[src/rtl/alu_seq.sv]
// rtl/alu_seq.sv - 4-state command sequencer driving a 16-bit combinational ALU; optional status flag via `ALU_SEQ_STATUS_EN
module alu_seq #(
  parameter int WIDTH = 16,
  parameter int NREG  = 8,
  localparam int IW   = $clog2(NREG)
) (
  input  logic             clk,
  input  logic             reset,
  input  logic             cmd_valid,
  output logic             cmd_ready,
  input  logic [1:0]       cmd_op,
  input  logic [IW-1:0]    cmd_rn,
  input  logic [IW-1:0]    cmd_rm,
  input  logic [IW-1:0]    cmd_rd,
  input  logic             wr_en,
  input  logic [IW-1:0]    wr_addr,
  input  logic [WIDTH-1:0] wr_data,
  output logic [WIDTH-1:0] alu_ain,
  output logic [WIDTH-1:0] alu_bin,
  output logic [1:0]       alu_op,
  input  logic [WIDTH-1:0] alu_out,
  input  logic             alu_z,
  output logic             done,
  output logic [WIDTH-1:0] result,
  output logic             z_flag
);

  localparam logic [1:0] S_IDLE = 2'b00;
  localparam logic [1:0] S_READ = 2'b01;
  localparam logic [1:0] S_EXEC = 2'b10;
  localparam logic [1:0] S_WB   = 2'b11;

  logic [1:0]       r_state;
  logic [1:0]       r_op;
  logic [IW-1:0]    r_rn;
  logic [IW-1:0]    r_rm;
  logic [IW-1:0]    r_rd;
  logic [WIDTH-1:0] r_ain;
  logic [WIDTH-1:0] r_bin;
  logic [1:0]       r_aop;
  logic [WIDTH-1:0] r_result;
  logic [WIDTH-1:0] r_regs [NREG];
  logic             w_accept;

  assign w_accept  = cmd_valid && cmd_ready;
  assign cmd_ready = (r_state == S_IDLE);
  assign done      = (r_state == S_WB);
  assign alu_ain   = r_ain;
  assign alu_bin   = r_bin;
  assign alu_op    = r_aop;
  assign result    = r_result;

  // Sequencer state: one command walks IDLE -> READ -> EXEC -> WB -> IDLE
  always_ff @(posedge clk) begin
    if (reset) begin
      r_state <= S_IDLE;
    end else begin
      case (r_state)
        S_IDLE:  if (w_accept) r_state <= S_READ;
        S_READ:  r_state <= S_EXEC;
        S_EXEC:  r_state <= S_WB;
        default: r_state <= S_IDLE;
      endcase
    end
  end

  // Command fields are latched at accept and held for the whole operation
  always_ff @(posedge clk) begin
    if (reset) begin
      r_op <= 2'b00;
      r_rn <= '0;
      r_rm <= '0;
      r_rd <= '0;
    end else if (r_state == S_IDLE && w_accept) begin
      r_op <= cmd_op;
      r_rn <= cmd_rn;
      r_rm <= cmd_rm;
      r_rd <= cmd_rd;
    end
  end

  // ALU operands and opcode only move on READ -> EXEC so the ALU inputs stay quiet otherwise
  always_ff @(posedge clk) begin
    if (reset) begin
      r_ain <= '0;
      r_bin <= '0;
      r_aop <= 2'b00;
    end else if (r_state == S_READ) begin
      r_ain <= r_regs[r_rn];
      r_bin <= r_regs[r_rm];
      r_aop <= r_op;
    end
  end

  // Result capture at the end of EXEC; holds until the next command's EXEC
  always_ff @(posedge clk) begin
    if (reset) begin
      r_result <= '0;
    end else if (r_state == S_EXEC) begin
      r_result <= alu_out;
    end
  end

  // Register file: host write first, write-back second so write-back wins on an index collision
  always_ff @(posedge clk) begin
    if (reset) begin
      for (int i = 0; i < NREG; i++) begin
        r_regs[i] <= '0;
      end
    end else begin
      if (wr_en) begin
        r_regs[wr_addr] <= wr_data;
      end
      if (r_state == S_WB) begin
        r_regs[r_rd] <= r_result;
      end
    end
  end

`ifdef ALU_SEQ_STATUS_EN
  logic r_z;

  // Zero flag captured alongside the result at the end of EXEC
  always_ff @(posedge clk) begin
    if (reset) begin
      r_z <= 1'b0;
    end else if (r_state == S_EXEC) begin
      r_z <= alu_z;
    end
  end

  assign z_flag = r_z;
`else
  logic w_unused_z;

  assign w_unused_z = alu_z;
  assign z_flag     = 1'b0;
`endif

endmodule

[config.mk]
export PLATFORM = sky130hd
export DESIGN_NAME = alu_seq
export DESIGN_NICKNAME = d
export VERILOG_FILES = /design/src/rtl/alu_seq.sv
export SDC_FILE = /design/constraint.sdc
export NUM_CORES = 1
export LEC_CHECK = 0
export CAP_MARGIN = 10
export CELL_PAD_IN_SITES_DETAIL_PLACEMENT = 1
export CELL_PAD_IN_SITES_GLOBAL_PLACEMENT = 2
export CORE_UTILIZATION = 40
export CTS_BUF_LIST = sky130_fd_sc_hd__clkbuf_8
export DETAILED_ROUTE_END_ITERATION = 12
export GPL_ROUTABILITY_DRIVEN = 0
export PLACE_DENSITY_LB_ADDON = 0.1
export REMOVE_ABC_BUFFERS = 1
export SLEW_MARGIN = 15
export SYNTH_ARGS = -nofsm -noshare
export SYNTH_HDL_FRONTEND = slang
export SYNTH_SLANG_ARGS = --single-unit
[constraint.sdc]
create_clock -name clk -period 2.8 [get_ports clk]
set_input_delay 0.56 -clock clk [delete_from_list [all_inputs] [get_ports clk]]
set_output_delay 0.56 -clock clk [all_outputs]
set_load 0.1 [all_outputs]
==> summary by stage <==
Placed design
Detailed placement ended at an HPWL of 20.0 mm. The count of placed standard cells including taps is 1,179. The setup slack after placement is -144 ps.

Input and output buffers added on the ports amount to 101. The total placed instance area is 11,100 um2.

Detailed routing
The number of design rule violations left after detail routing is 0. After detailed routing, the average wire length per cell comes to 26.6 um. The routed layout has 7,433 vias. In this run, the number of DRC markers left after iteration 0 of detailed routing was 557. The mean number of vias per cell is 6.14. The first detailed-routing pass ran for 4 iterations. The number of nets with antenna violations after detailed routing is 0.

The overall routed net length is 32.3 mm.

Final layout
The repair_antennas step left the layout with diodes totalling 0. The area taken by flip-flops and latches is 5110 um2. Summing all multi-input logic gate instances after layout gives 4230 um2. The area growth from synthesis to layout is 17.3%. After routing the design area is 11,500 um2. The final net count is 935. Of the cells placed in the final design, the portion with a size suffix greater than 1 is 0.242. The non-filler instance count after layout is 1,211.

The final standard cell utilization of the core is 0.484. The number of filler cells placed in the layout is 2,466. In the layout the commonest cells are 128 x a22o_1, 128 x edfxtp_1, 96 x buf_4.

Logic synthesis
Yosys mapped the design onto 41 distinct sky130hd cell types. The share of the yosys chip area belonging to registers is 0.521. The number of synthesized flops with an enable pin is 128. The synthesized cell area is 9800 um2. The most common flop cell mapped by yosys is edfxtp_1.

In this run, synthesis produced a sequential element count of 191. The post-synthesis instance total is 805. A synthesized cell averages 12.2 um2. The Yosys step of the flow raised 0 warnings. After synthesis, the share of flip-flops with an asynchronous set or reset is 0.

Clocking
TritonCTS built the clock tree. In this run the clock root is driven by a clkbuf_8. The clock-pin slew on the worst setup and hold paths is 110 ps. In this run the number of H-tree levels came out at 4. The later pin in the worst-skew pair is clocked with a latency of 480 ps. The tree built by TritonCTS fans out to 191 sinks. The post-cts gate resize count is 0. Counting along the longest clock path gives a buffer depth of 2. In this run the post-CTS setup repair buffer count came out at 0. The number of buffers created by CTS is 17. The hold buffer count at cts is 0.

Worst hold path
The class of the most critical hold timing path is reg2reg.

Die
The initial core utilization is 0.413. The die covers 25,100 um2. The site row count is 56. The core region is 23,800 um2. The die is 159 um wide. The die is 159 um tall. The top-level I/O count is 104.

STA
The total count of max-transition violations in the final report is 0. Setup repair after global routing left no endpoint under its margin. The number of failing hold endpoints at the final stage was 0. The clock skew after layout is 20.2 ps. The worst hold-check slack is 472 ps.

In this run the tightest slew margin relative to its limit is 0.369. Setup violations remaining at the end of the flow were counted as 0. The worst-margin pin slew is 945 ps. The post-route fraction of the period consumed by the critical path is 0.872. The final critical-path required period is 2440 ps. Adding up every negative setup slack in the final design gives 0 ps. Timing would allow up to 410 MHz. After layout, the worst setup slack is 358 ps.

Setup path
Data arrives at the worst endpoint at 2770 ps. Data on the critical path is required at its endpoint by 3130 ps. The critical path class is in2reg. The endpoint kind of the worst setup timing path is a register. The critical-path maximum fanout is 9. The worst setup path is launched from an input pin.

Pwr
In this run the power density over the cells is 653 nW/um2. The cell leakage power is 4.06 nW. Summing internal, switching and leakage power gives 7.51 mW. VDD sags by at most 298 uV.

GRT
The global-route usage over all layers is 0.265. The first-pass GRT wire length is 47.7 mm. The total overflow left after global routing is 0. The number of global-route vias before repair was 7,627.

Entering global routing, the biggest net connects 66 pins. The number of antenna violations at the first check in global routing was 0.

Flow run
The tool flagged a number of max-cap violations equal to 0.

Status
The flow ran to the end, and the final reports show no timing, DRC or antenna violations.
worst paths after layout:
check,start,cells after the start,end,slack [ps]
setup / recovery,wr_en,5,r_regs[1][7],360
hold / removal,r_op[0],2,r_op[0],470
hold reg to reg,r_op[0],2,r_op[0],470
setup reg to reg,r_state[1],6,r_regs[5][6],460
state kept, by name, summed over array words and instances, names as in the netlist:
| register | cells |
|---|---|
| r_op | 2 |
| r_rn | 3 |
| r_regs | 128 |
| r_rm | 3 |
| r_rd | 3 |
| r_state | 2 |
| alu_op | 2 |
| result | 16 |
| alu_ain | 16 |
| alu_bin | 16 |
report_power, final:
part,switching [mW],internal [mW]
clock,1.03,0.963
sequential,0.189,3.24
combinational,1.44,0.641
routing by layer:
layer / wire length [um] / track usage
met1: 13700 / 0.349
met2: 16000 / 0.450
met3: 1990 / 0.0354
met4: 577 / 0.0815
met5: 0 / 0
area by class of cell:
| class | instances | area share |
|---|---|---|
| clock buffers | 20 | 0.0239 |
| inverters | 3 | 0.000979 |
| repair buffers | 151 | 0.115 |
| flip-flops and latches | 191 | 0.444 |
| multi-input cells | 515 | 0.367 |
| clock inverters | 12 | 0.0137 |
| well taps | 319 | 0.0347 |
synth_stat cells, types with 10 or more instances:
master,n,area (um2)
a211oi_1,32,240
nand2_1,28,105
nor2_1,58,218
dfxtp_1,63,1260
a22oi_1,10,75.1
mux2i_1,83,831
a21oi_1,12,60.1
a221o_1,22,220
mux2_2,64,721
o22ai_1,22,138
clkbuf_1,44,165
buf_1,24,90.1
edfxtp_1,128,3840
buf_2,12,60.1
a22o_1,128,1120
o221ai_1,10,87.6
worst max-delay path, cell delays in order:
cell,delay (ps)
clkdlybuf4s50_1,530
or3b_2,520
nor3_2,680
buf_4,330
a22o_1,150
cell families (layout without fill, tap and decap cells):
family                     Yosys count  after routing  synth area share
AOI/OAI and AO/OA                  241            241             0.203
adders and majority gates            5              5           0.00638
buffers and inverters               99            186            0.0485
DFF                                191            191             0.521
muxes                              147            147             0.158
other                                1              1          0.000382
and+or+nand+nor                    121            121            0.0633
(Power assumes the default switching activity.)
